$ cat config.mk
export PLATFORM = sky130hd
export DESIGN_NAME = seq_add_sub_flat
export DESIGN_NICKNAME = d
export VERILOG_FILES = /design/src/rtl/seq_add_sub_if.sv /design/src/rtl/seq_add_sub.sv /design/src/flat_wrapper.sv
export SDC_FILE = /design/constraint.sdc
export NUM_CORES = 1
export LEC_CHECK = 0
export BUFFER_PORTS_ARGS = -buffer_cell sky130_fd_sc_hd__buf_2
export CORE_ASPECT_RATIO = 1.75
export CORE_MARGIN = 5
export CORE_UTILIZATION = 49
export CTS_CLUSTER_DIAMETER = 80
export CTS_CLUSTER_SIZE = 28
export DETAILED_ROUTE_END_ITERATION = 6
export GPL_TIMING_DRIVEN = 0
export PLACE_DENSITY_LB_ADDON = 0.15
export SLEW_MARGIN = 20
export SYNTH_ARGS = -nofsm -noshare
export SYNTH_HDL_FRONTEND = slang
export SYNTH_SLANG_ARGS = --single-unit
$ cat constraint.sdc
create_clock -name clk -period 7.1 [get_ports clk]
set_input_delay 1.42 -clock clk [delete_from_list [all_inputs] [get_ports clk]]
set_output_delay 1.42 -clock clk [all_outputs]
set_load 0.005 [all_outputs]
$ cat src/rtl/seq_add_sub_if.sv
// Handshake and data bundle for the sequential adder/subtractor.
interface seq_add_sub_if #(
  parameter int unsigned WIDTH = 32
);
  logic             start;
  logic [WIDTH-1:0] a;
  logic [WIDTH-1:0] b;
  logic             sna;
  logic             busy;
  logic             done;
  logic [WIDTH-1:0] y;
  logic             co;
  logic             ovf;
  logic             zf;

  modport master (
    output start, a, b, sna,
    input  busy, done, y, co, ovf, zf
  );

  modport slave (
    input  start, a, b, sna,
    output busy, done, y, co, ovf, zf
  );
endinterface

$ cat src/rtl/seq_add_sub.sv
// Multi-cycle ripple-carry add/subtract: SLICE bits per clock, carry registered between slices,
// with carry, signed-overflow and zero flags committed only when the last slice completes.
module seq_add_sub #(
  parameter int unsigned WIDTH = 32,
  parameter int unsigned SLICE = 8
) (
  input logic          clk,
  input logic          rst,
  seq_add_sub_if.slave bus
);
  localparam int unsigned N    = WIDTH / SLICE;
  localparam int unsigned CntW = (N > 1) ? $clog2(N) : 1;

  typedef enum logic [0:0] {StIdle, StRun} state_e;

  state_e           state_q, state_d;
  logic [WIDTH-1:0] a_q, a_d, b_q, b_d, part_q, part_d, y_q, y_d;
  logic             sna_q, sna_d, carry_q, carry_d;
  logic             co_q, co_d, ovf_q, ovf_d, zf_q, zf_d, done_q, done_d;
  logic [CntW-1:0]  cnt_q, cnt_d;

  logic [WIDTH-1:0] a_shr, b_shr, part_nxt;
  logic [SLICE-1:0] b_x;
  logic [SLICE:0]   sum;
  logic             c_msb;
  logic             last;

  // Operands shift down one slice per cycle so the active slice is always the low SLICE bits;
  // sum bits enter the partial result from the top, leaving it aligned after N slices.
  if (N > 1) begin : g_shift
    assign a_shr    = {{SLICE{1'b0}}, a_q[WIDTH-1:SLICE]};
    assign b_shr    = {{SLICE{1'b0}}, b_q[WIDTH-1:SLICE]};
    assign part_nxt = {sum[SLICE-1:0], part_q[WIDTH-1:SLICE]};
  end else begin : g_single
    assign a_shr    = a_q;
    assign b_shr    = b_q;
    assign part_nxt = sum[SLICE-1:0];
  end

  assign b_x   = b_q[SLICE-1:0] ^ {SLICE{sna_q}};
  assign sum   = {1'b0, a_q[SLICE-1:0]} + {1'b0, b_x} + {{SLICE{1'b0}}, carry_q};
  // Carry into the slice MSB recovered from its sum bit; on the last slice this is bit WIDTH-1.
  assign c_msb = a_q[SLICE-1] ^ b_x[SLICE-1] ^ sum[SLICE-1];
  assign last  = (cnt_q == CntW'(N - 1));

  always_comb begin
    state_d = state_q;
    a_d     = a_q;
    b_d     = b_q;
    sna_d   = sna_q;
    carry_d = carry_q;
    cnt_d   = cnt_q;
    part_d  = part_q;
    y_d     = y_q;
    co_d    = co_q;
    ovf_d   = ovf_q;
    zf_d    = zf_q;
    done_d  = 1'b0;

    unique case (state_q)
      StIdle: begin
        if (bus.start) begin
          a_d     = bus.a;
          b_d     = bus.b;
          sna_d   = bus.sna;
          carry_d = bus.sna;
          cnt_d   = '0;
          state_d = StRun;
        end
      end
      StRun: begin
        a_d     = a_shr;
        b_d     = b_shr;
        part_d  = part_nxt;
        carry_d = sum[SLICE];
        cnt_d   = cnt_q + CntW'(1);
        if (last) begin
          y_d     = part_nxt;
          co_d    = sum[SLICE];
          ovf_d   = c_msb ^ sum[SLICE];
          zf_d    = (part_nxt == '0);
          done_d  = 1'b1;
          state_d = StIdle;
        end
      end
      default: state_d = StIdle;
    endcase
  end

  always_ff @(posedge clk or posedge rst) begin
    if (rst) begin
      state_q <= StIdle;
      a_q     <= '0;
      b_q     <= '0;
      sna_q   <= 1'b0;
      carry_q <= 1'b0;
      cnt_q   <= '0;
      part_q  <= '0;
      y_q     <= '0;
      co_q    <= 1'b0;
      ovf_q   <= 1'b0;
      zf_q    <= 1'b0;
      done_q  <= 1'b0;
    end else begin
      state_q <= state_d;
      a_q     <= a_d;
      b_q     <= b_d;
      sna_q   <= sna_d;
      carry_q <= carry_d;
      cnt_q   <= cnt_d;
      part_q  <= part_d;
      y_q     <= y_d;
      co_q    <= co_d;
      ovf_q   <= ovf_d;
      zf_q    <= zf_d;
      done_q  <= done_d;
    end
  end

  assign bus.busy = (state_q == StRun);
  assign bus.done = done_q;
  assign bus.y    = y_q;
  assign bus.co   = co_q;
  assign bus.ovf  = ovf_q;
  assign bus.zf   = zf_q;
endmodule

$ cat src/flat_wrapper.sv
// flat-port wrapper written by rule: the top's interface ports become plain ports
module seq_add_sub_flat 
#(
  parameter int unsigned WIDTH = 32,
  parameter int unsigned SLICE = 8
)
  (clk, rst, bus_start, bus_a, bus_b, bus_sna, bus_busy, bus_done, bus_y, bus_co, bus_ovf, bus_zf);
  seq_add_sub_if #(.WIDTH(WIDTH)) bus_i ();
  input logic clk;
  input logic rst;
  input wire logic [$bits(bus_i.start)-1:0] bus_start;
  input wire logic [$bits(bus_i.a)-1:0] bus_a;
  input wire logic [$bits(bus_i.b)-1:0] bus_b;
  input wire logic [$bits(bus_i.sna)-1:0] bus_sna;
  output wire logic [$bits(bus_i.busy)-1:0] bus_busy;
  output wire logic [$bits(bus_i.done)-1:0] bus_done;
  output wire logic [$bits(bus_i.y)-1:0] bus_y;
  output wire logic [$bits(bus_i.co)-1:0] bus_co;
  output wire logic [$bits(bus_i.ovf)-1:0] bus_ovf;
  output wire logic [$bits(bus_i.zf)-1:0] bus_zf;
  assign bus_i.start = bus_start;
  assign bus_i.a = bus_a;
  assign bus_i.b = bus_b;
  assign bus_i.sna = bus_sna;
  assign bus_busy = bus_i.busy;
  assign bus_done = bus_i.done;
  assign bus_y = bus_i.y;
  assign bus_co = bus_i.co;
  assign bus_ovf = bus_i.ovf;
  assign bus_zf = bus_i.zf;
  seq_add_sub #(.WIDTH(WIDTH), .SLICE(SLICE)) u_core (.clk(clk), .rst(rst), .bus(bus_i));
endmodule
==> flow_summary.ini, run 1 <==
[outcome]
status = complete, no violations

[synthesis]
postSynthCellCount = 480
yosysTopAreaCell = dfrtp_1
synth_top_area_share_pct = 56.7
ys_top_cells_by_count = dfrtp_1 (129), mux2i_1 (66), nand2_1 (56)
synth_most_common_cell = dfrtp_1
syn-num-nets = 558
synth.area.top_cells = dfrtp_1 (57%), mux2i_1 (12%), mux2_2 (9.7%), o21ai_0 (4.7%), nand2_1 (3.7%)
syn-cell-area_um2 = 5700
syn_avg_cell_area_um2 = 11.9
synth-seq-cells = 129
synthArstFlopShare_pct = 100
ys_types = 39
yosys_warnings = 0
seq_area_frac_synth_pct = 56.7
synthFlopType = dfrtp_1
synth-edff-count = 0

[global_routing]
grt_pass1_wl_um = 21900
grt_max_degree = 70
grt_usage_pct = 20.2
overflow = 0
grt_pass1_vias = 4335
antenna_found_initial = 0

[sta]
finalHoldViolCount = 0
max_freq_ghz = 0.330
fin_crit_ns = 3.03
setup_ws_ns = 4.07
rsz0062_at_grt = no
finalSetupViolations = 0
min_period_over_period_pct = 42.7
tns_ns = 0
slew_violations = 0
timing.slew.headroom_pct = 42.0
skew_ns = 0.00785
worstMarginPinSlew_ns = 0.870

[die]
ioPinCount = 105
die_area_um2 = 14000
core_um2 = 11500
std_cell_rows = 52
die_x_um = 91.5
fp.dieH_um = 153
start_util_pct = 49.5

[critical_path]
r2r_end = u_core.bus.zf$_DFFE_PP0P_
crit_family = adder cells
crit_arrival_ns = 3.38
cp_slowest_stage_delay_ns = 0.60
cp.required_ns = 7.45
r2r-start = u_core.sna_q$_DFFE_PP0P_
rrSetupSlack_ns = 4.07
critPathCaptureType = flop
reg2reg_depth = 8
crit_slowest_cell = or4_1
path_max_fanout = 9
cp-startpoint = u_core.sna_q$_DFFE_PP0P_
path_buf_inv = 1
start_kind = flop
worstSetupPathType = reg2reg
cp_cell_sequence = clkbuf_1, xnor2_1, fa_1, fa_1, xnor2_1, or4_1, nor4_2, a32o_2

[finish]
drive_gt1_share_pct = 31.9
fin_area_um2 = 7050
fin_cells = 750
syn2layout_area_growth_pct = 23.8
diodes = 0
nets = 681

[clock_network]
htree_levels = 4
cts_resized = 0
cts_hold_buffers = 0
cts_tree = built
clk_latency_ns = 0.41
cts_setup_buffers = 0
cts_buffer_depth = 2
numCtsBuffers = 17
path_clk_slew_ns = 0.05
clock_sink_count = 129
clock-root-buffer = clkbuf_16

[power]
p_leak_nw = 3.46
p_comb_share_pct = 35.3
swShare_pct = 33.9
peakVddDrop_uv = 211
p_per_area_nw_per_um2 = 477
p_switching_mw = 1.14
power.internal_mw = 2.22
p_seq_share_pct = 37.2
total_power_mw = 3.36
p_clk_share_pct = 27.5

[detailed_routing]
first_iter_violations = 116
drt_pass1_iterations = 4
routed_via_density = 5.37
wl_per_cell_um = 17.8
route.antenna.remaining_nets = 0
drc = 0
routed-via-count = 4024
routed_wl_um = 13400

[hold_path]
whs_path_depth = 2
holdPathEnd = u_core.bus.co$_DFFE_PP0P_
worst_hold_startpoint = u_core.bus.co$_DFFE_PP0P_
hp-class = reg2reg

[flow_run]
cap_violations = 0

[placed_design]
dpl_cell_area_um2 = 6420
place_hpwl_um = 10200
gp_congestion = 0.852
post-place-ws_ns = 4.05
io_buffers = 103
placed_cells = 719
==> routing by layer <==
metal  track usage (%)  part of all wire [%]
met5                 0                     0
met4              9.14                   2.8
met3              4.94                   4.4
met2              37.5                    57
met1              20.8                    36
==> cell type report <==
class / count / area [um2]
clock inverter: 12 / 183
fill: 978 / 4460
clock buffer: 19 / 453
timing repair buffer: 104 / 543
tap: 135 / 169
sequential: 129 / 3230
buffer: 29 / 120
inverter: 9 / 41.3
multi-input combinational: 313 / 2320
==> stage by stage <==
step,utilization (%),hold WS [ns]
3_5_place_dp,55.7,0.464
2_1_floorplan,-,0.449
6_report,61.2,0.470
4_1_cts,61.2,0.480
5_1_grt,61.2,0.494
3_3_place_gp,55.4,0.460
==> tightest hold or removal path, cell delays in order (launching register included) <==
cell and delay (ns):
dfrtp_1 0.33, nand2_1 0.04, o21ai_0 0.06
==> worst max path at each step <==
stage	depth (start not counted)	slack [ns]	to
after floorplan	1	2.24	u_core.a_q[0]$_DFFE_PP0P_
after global placement	2	0.86	u_core.a_q[16]$_DFFE_PP0P_
after detailed placement	8	4.05	u_core.bus.zf$_DFFE_PP0P_
after CTS	8	4.05	u_core.bus.zf$_DFFE_PP0P_
after global routing	8	3.92	u_core.bus.zf$_DFFE_PP0P_
final	8	4.07	u_core.bus.zf$_DFFE_PP0P_
==> power groups by stage <==
stage | clock, mW | sequential [mW] | combinational (mW)
6_report | 0.924 | 1.25 | 1.19
5_1_grt | 0.974 | 1.29 | 1.32
4_1_cts | 0.943 | 1.25 | 1.21
3_5_place_dp | 0 | 1.26 | 1.20
3_3_place_gp | 0 | 1.25 | 1.16
2_1_floorplan | 0 | 1.20 | 0.840
==> cells in the final DEF, fill, tap and decap left out, types with 2 or more instances in the layout <==
| master | n |
|---|---|
| inv_1 | 8 |
| o21ai_0 | 54 |
| buf_1 | 6 |
| fa_1 | 2 |
| xnor2_1 | 5 |
| clkinv_4 | 3 |
| a21oi_1 | 8 |
| clkbuf_1 | 19 |
| mux2_2 | 49 |
| ha_1 | 8 |
| clkinvlp_4 | 3 |
| nand2_1 | 56 |
| clkbuf_8 | 2 |
| nor2_1 | 27 |
| a21o_1 | 2 |
| nand4_1 | 2 |
| buf_2 | 106 |
| nor4_1 | 4 |
| or2_2 | 2 |
| or4_1 | 2 |
| clkbuf_16 | 17 |
| mux2i_1 | 66 |
| bufinv_16 | 4 |
| xor2_1 | 8 |
| dfrtp_1 | 129 |
==> flip-flops by register name, summed over array words and instances, names as in the netlist <==
name and flops:
u_core.a_q 32, u_core.b_q 32, u_core.bus.busy 1, u_core.bus.co 1, u_core.bus.done 1, u_core.bus.ovf 1
u_core.bus.y 32, u_core.bus.zf 1, u_core.carry_q 1, u_core.cnt_q 2, u_core.part_q 24, u_core.sna_q 1
==> cells by family (layout without fill, tap and decap cells) <==
| kind of cell | count (synthesis) | after routing | synth area share [%] |
|---|---|---|---|
| fa+ha+maj | 10 | 10 | 2.46 |
| simple gates | 100 | 100 | 7.49 |
| flops | 129 | 129 | 56.7 |
| xor+xnor | 13 | 13 | 2.00 |
| compound gates | 75 | 75 | 7.42 |
| buf+inv | 38 | 173 | 2.70 |
| mux | 115 | 115 | 21.3 |
No activity file was read; power rests on OpenSTA's default activity.
==> run 2: changes to the inputs <==
--- a/config.mk
+++ b/config.mk
@@ -5,6 +5,7 @@
 export SDC_FILE = /design/constraint.sdc
 export NUM_CORES = 1
 export LEC_CHECK = 0
+export ABC_AREA = 1
 export BUFFER_PORTS_ARGS = -buffer_cell sky130_fd_sc_hd__buf_2
 export CORE_ASPECT_RATIO = 1.75
 export CORE_MARGIN = 5
==> constraint.sdc (replaced) <==
create_clock -name clk -period 2.5 [get_ports clk]
set_input_delay 0.5 -clock clk [delete_from_list [all_inputs] [get_ports clk]]
set_output_delay 0.5 -clock clk [all_outputs]
set_load 0.005 [all_outputs]
==> flow_summary.ini, run 2 <==
[clock_network]
htree_levels = 4
cts_setup_buffers = 0
clock_sink_count = 129
path_clk_slew_ns = 0.05
clk_latency_ns = 0.41
numCtsBuffers = 17
cts_buffer_depth = 2
clock-root-buffer = clkbuf_16
cts_tree = built

[global_routing]
overflow = 0
antenna_found_initial = 0
grt_usage_pct = 21.6
grt_max_degree = 36
grt_pass1_vias = 4887
grt_pass1_wl_um = 24000

[power]
peakVddDrop_uv = 925
p_clk_share_pct = 27.1
power.internal_mw = 6.10
p_leak_nw = 3.68
p_switching_mw = 3.79
p_seq_share_pct = 34.2
p_per_area_nw_per_um2 = 1400
swShare_pct = 38.3
p_comb_share_pct = 38.7
total_power_mw = 9.89

[detailed_routing]
first_iter_violations = 224
drt_pass1_iterations = 4
route.met2.wl_um = 8320
route.antenna.remaining_nets = 0
drc = 0
top_layer = met4
routed_wl_um = 14600
routedLengthMet1_um = 5460
wl_met3_um = 541
routed-via-count = 4670
routed_via_density = 5.17
wl_per_cell_um = 16.2

[finish]
syn2layout_area_growth_pct = 25.1
seqCellArea_um2 = 3230
fin_util_pct = 61.6
drive_gt1_share_pct = 22.4
final_cell_mix = nand2_1 (236), dfrtp_1 (129), buf_2 (116)
fillers = 1032
fin_area_um2 = 7060
nets = 834
final_common_cell = nand2_1
fin_cells = 904
multiInputGateArea_um2 = 2030
diodes = 0

[synthesis]
yosys_warnings = 0
syn_avg_cell_area_um2 = 8.95
seq_area_frac_synth_pct = 57.2
synthArstFlopShare_pct = 100
ys_types = 30
synth_top_area_share_pct = 57.2
syn-num-nets = 708
syn-cell-area_um2 = 5640
ys_top_cells_by_count = nand2_1 (237), dfrtp_1 (129), inv_1 (54)
synth.area.top_cells = dfrtp_1 (57%), nand2_1 (16%), o21ai_0 (4.3%), inv_1 (3.6%), nand3_1 (2.0%)
synth_most_common_cell = nand2_1
yosysTopAreaCell = dfrtp_1
postSynthCellCount = 630
synth-edff-count = 0
synth-seq-cells = 129
synthFlopType = dfrtp_1

[hold_path]
hp-class = in2async

[placed_design]
place_hpwl_um = 11100
gp_congestion = 0.871
post-place-ws_ns = -0.0262
io_buffers = 104
dpl_cell_area_um2 = 6390
placed_cells = 872

[sta]
tns_ns = 0
timing.slew.headroom_pct = 53.4
slew_violations = 0
finalHoldViolCount = 0
min_period_over_period_pct = 92.6
finalSetupViolations = 0
skew_ns = 0.00583
setup_ws_ns = 0.185
worstMarginPinSlew_ns = 0.698
whs_ns = 0.199
fin_crit_ns = 2.32
rsz0062_at_grt = no
max_freq_ghz = 0.432

[die]
start_util_pct = 49.2
core_um2 = 11500
die_x_um = 91.1
fp.dieH_um = 152
std_cell_rows = 52
ioPinCount = 105
die_area_um2 = 13800

[flow_run]
cap_violations = 0

[critical_path]
crit_arrival_ns = 2.66
path_buf_inv = 1
worstSetupPathType = reg2reg
crit_slowest_cell = fa_2
start_kind = flop
cp_slowest_stage_delay_ns = 0.58
cp.required_ns = 2.85
rrSetupSlack_ns = 0.18
path_max_fanout = 9
critPathCaptureType = flop
cp_cell_sequence = buf_6, xnor2_2, fa_2, fa_2, nand2_1, nor2_1, nand2_1, nor2_1, nand3_1, nor2_1, nand4_1, nand2_1
crit_family = adder cells

[outcome]
status = complete, no violations
run 2: cell count changes in the layout (fill, tap and decap cells not counted), moves of 14 or more:
cell	delta
o211ai_1	+14
inv_1	+45
nand2_1	+180
mux2i_1	-66
o21ai_1	+14
mux2_2	-49
nand3_1	+22
run 2: area by class of cell:
cell class,instances,area share [%]
sequential,129,45.7
timing repair buffer,107,8.23
clock inverter,14,3.03
tap,135,2.39
buffer,32,2.66
inverter,57,3.09
clock buffer,18,6.08
multi-input combinational,412,28.8
run 2: worst register-to-register path, cell delays in order (launching register included):
cell	delay, ns
dfrtp_1	0.37
buf_6	0.15
xnor2_2	0.15
fa_2	0.36
fa_2	0.58
nand2_1	0.06
nor2_1	0.08
nand2_1	0.05
nor2_1	0.10
nand3_1	0.09
nor2_1	0.11
nand4_1	0.09
nand2_1	0.07
run 2: final timing paths:
check | startpoint | end | depth (start not counted)
min reg2reg | u_core.bus.y[7]$_DFFE_PP0P_ | u_core.bus.y[7]$_DFFE_PP0P_ | 2
max | u_core.sna_q$_DFFE_PP0P_ | u_core.bus.zf$_DFFE_PP0P_ | 12
max reg2reg | u_core.sna_q$_DFFE_PP0P_ | u_core.bus.zf$_DFFE_PP0P_ | 12
max in group asynchronous | rst | u_core.a_q[2]$_DFFE_PP0P_ | 4
min | rst | u_core.bus.y[22]$_DFFE_PP0P_ | 2
min in group clk | bus_b[30] | u_core.b_q[30]$_DFFE_PP0P_ | 3
run 2: timing repair:
action / CTS / global route
setup endpoints to repair: 1 / 4
hold buffers: 0 / 0
gates resized for setup: 1 / 6
pin swaps: 0 / 0
run 2: cell families (layout without fill, tap and decap cells):
group | after synthesis | count (layout) | share of synthesized area, %
adder cells (fa/ha/maj) | 10 | 10 | 2.49
flip-flops | 129 | 129 | 57.2
AO/OA/AOI/OAI | 109 | 109 | 11.8
buffers and inverters | 89 | 228 | 7.01
AND/OR/NAND/NOR | 284 | 284 | 20.1
XOR/XNOR | 9 | 9 | 1.40
run 2: power groups by stage:
| stage | combinational, mW | sequential (mW) | clock, mW |
|---|---|---|---|
| global route | 4.31 | 3.48 | 2.81 |
| floorplan | 2.50 | 3.31 | 0 |
| finish | 3.83 | 3.38 | 2.68 |
| global placement | 3.73 | 3.38 | 0 |
| CTS | 3.84 | 3.38 | 2.71 |
| detailed placement | 3.81 | 3.41 | 0 |
run 2: metal layers:
metal / global-route usage, % / up-vias
li1: - / 2275
met1: 23.4 / 2257
met2: 40.8 / 115
met3: 4.26 / 23
met4: 7.69 / 0
met5: 0 / -
==> run 3: changes to the inputs <==
--- a/config.mk
+++ b/config.mk
@@ -5,7 +5,6 @@
 export SDC_FILE = /design/constraint.sdc
 export NUM_CORES = 1
 export LEC_CHECK = 0
-export ABC_AREA = 1
 export BUFFER_PORTS_ARGS = -buffer_cell sky130_fd_sc_hd__buf_2
 export CORE_ASPECT_RATIO = 1.75
 export CORE_MARGIN = 5
==> constraint.sdc (replaced) <==
create_clock -name clk -period 2.5 [get_ports clk]
set_input_delay 0.25 -clock clk [delete_from_list [all_inputs] [get_ports clk]]
set_output_delay 0.25 -clock clk [all_outputs]
set_load 0.005 [all_outputs]
==> flow_summary.ini, run 3 (same netlist as run 1, synthesis figures left out) <==
[global_routing]
grt_max_degree = 32
grt_pass1_wl_um = 22600
overflow = 0
antenna_found_initial = 0
grt_usage_pct = 20.8
grt_pass1_vias = 4472

[placed_design]
placed_cells = 723
place_hpwl_um = 10500
io_buffers = 103
gp_congestion = 0.846
dpl_cell_area_um2 = 6510

[sta]
setup_ws_ns = -0.101
worstMarginPinSlew_ns = 0.880
finalHoldViolCount = 0
skew_ns = 0.00844
max_freq_ghz = 0.385
min_period_over_period_pct = 104
fin_crit_ns = 2.60
rsz0062_at_grt = yes
slew_violations = 0
timing.slew.headroom_pct = 41.3
finalSetupViolations = 4

[critical_path]
path_buf_inv = 1
critPathCaptureType = flop
rrSetupSlack_ns = -0.10
crit_slowest_cell = fa_2
cp-startpoint = u_core.sna_q$_DFFE_PP0P_
crit_family = adder cells
worstSetupPathType = reg2reg
crit_top_cell = fa_2
path_max_fanout = 3
r2r-start = u_core.sna_q$_DFFE_PP0P_
crit_path_end = u_core.bus.zf$_DFFE_PP0P_
cp.required_ns = 2.84
reg2reg_depth = 8
crit_arrival_ns = 2.94
cp_cell_sequence = buf_8, xnor2_4, fa_2, fa_2, nand4_1, or4_4, nor4_4, a32o_2
cp.depth = 8
start_kind = flop
cp_slowest_stage_delay_ns = 0.56
r2r_end = u_core.bus.zf$_DFFE_PP0P_

[power]
p_leak_nw = 3.56
peakVddDrop_uv = 719
p_per_area_nw_per_um2 = 1370

[detailed_routing]
drt_pass1_iterations = 4
wl_per_cell_um = 18.0
routed_wl_um = 13700
routedLengthMet1_um = 4810
drc = 0
routed_via_density = 5.35
routed-via-count = 4073
top_layer = met4
route.antenna.remaining_nets = 0
wl_met3_um = 653
route.met2.wl_um = 7890
first_iter_violations = 129

[flow_run]
cap_violations = 0

[finish]
fin_area_um2 = 7300
syn2layout_area_growth_pct = 28.2
diodes = 0
final_cell_mix = dfrtp_1 (129), buf_2 (106), mux2i_1 (66)
nets = 692
final_common_cell = dfrtp_1
fin_util_pct = 63.4
fin_cells = 762
drive_gt1_share_pct = 35.9
fillers = 946

[clock_network]
cts_tree = built
path_clk_slew_ns = 0.06
htree_levels = 4
clock-root-buffer = clkbuf_16
clock_sink_count = 129
cts_buffer_depth = 2
numCtsBuffers = 17
clk_latency_ns = 0.41

[die]
fp.dieH_um = 153
ioPinCount = 105
die_x_um = 91.5
start_util_pct = 49.5
std_cell_rows = 52
core_um2 = 11500
die_area_um2 = 14000

[hold_path]
hp-class = in2reg

[outcome]
status = complete, but fails checks
violations = negative setup slack
## run 3: cell types whose count changed in the layout (fill, tap and decap cells not counted), moves of 14 or more
cell	previous run	this run
mux2i_1	0	66
o21ai_1	15	0
inv_1	53	8
mux2_2	0	49
nand3_1	22	0
o211ai_1	14	0
nand2_1	236	56
## run 3: per-stage QoR
stage	TNS, ns	hold slack [ns]	setup WS (ns)	total power [mW]
after floorplan	0	0.402	0.0310	5.82
after global placement	-17.94	0.459	-0.179	6.88
after detailed placement	-0.279	0.204	-0.187	7.04
after CTS	-0.0874	0.0672	-0.0874	9.81
after global routing	-0.511	0.0748	-0.168	10.7
final	-0.166	0.0799	-0.101	10.0
## run 3: worst min path at each step
stage,startpoint,endpoint,slack [ns],cells past startpoint
after floorplan,bus_sna,u_core.sna_q$_DFFE_PP0P_,0.40,1
after global placement,u_core.bus.y[31]$_DFFE_PP0P_,u_core.bus.y[31]$_DFFE_PP0P_,0.46,2
after detailed placement,rst,u_core.bus.y[19]$_DFFE_PP0P_,0.20,2
after CTS,bus_a[29],u_core.a_q[29]$_DFFE_PP0P_,0.07,3
after global routing,bus_a[29],u_core.a_q[29]$_DFFE_PP0P_,0.07,3
final,bus_a[29],u_core.a_q[29]$_DFFE_PP0P_,0.08,3
## run 3: timing repair
action / CTS / global route
pin swaps: 5 / 8
buffers inserted: 5 / 1
endpoints found under the setup margin: 4 / 10
hold buffers: 1 / 0
hold endpoints to repair: 7 / 0
gates resized for setup: 10 / 18
## run 3: power breakdown
group          internal, mW  switching [mW]  total (mW)
Combinational          2.04            2.05        4.08
Clock                  1.46           0.891        2.35
Sequential             2.97           0.593        3.56
Total                  6.47            3.53        10.0
## run 3: area by class of cell
class,count,area [um2],area share (%)
buffer,29,131,1.80
clock buffer,18,429,5.88
timing repair buffer,115,698,9.56
inverter,9,37.5,0.514
clock inverter,14,141,1.94
multi-input combinational,313,2470,33.8
tap,135,169,2.31
sequential,129,3230,44.2
## run 3: worst reg2reg max path, stage by stage (launching register included)
cell,delay (ns)
dfrtp_1,0.39
buf_8,0.14
xnor2_4,0.12
fa_2,0.36
fa_2,0.56
nand4_1,0.08
or4_4,0.53
nor4_4,0.16
a32o_2,0.20
## run 3: metal layers
layer | track usage, % | up-vias
met4 | 8.71 | 0
met2 | 38.7 | 105
met1 | 21.3 | 1994
met5 | 0 | -
met3 | 5.78 | 25
li1 | - | 1949
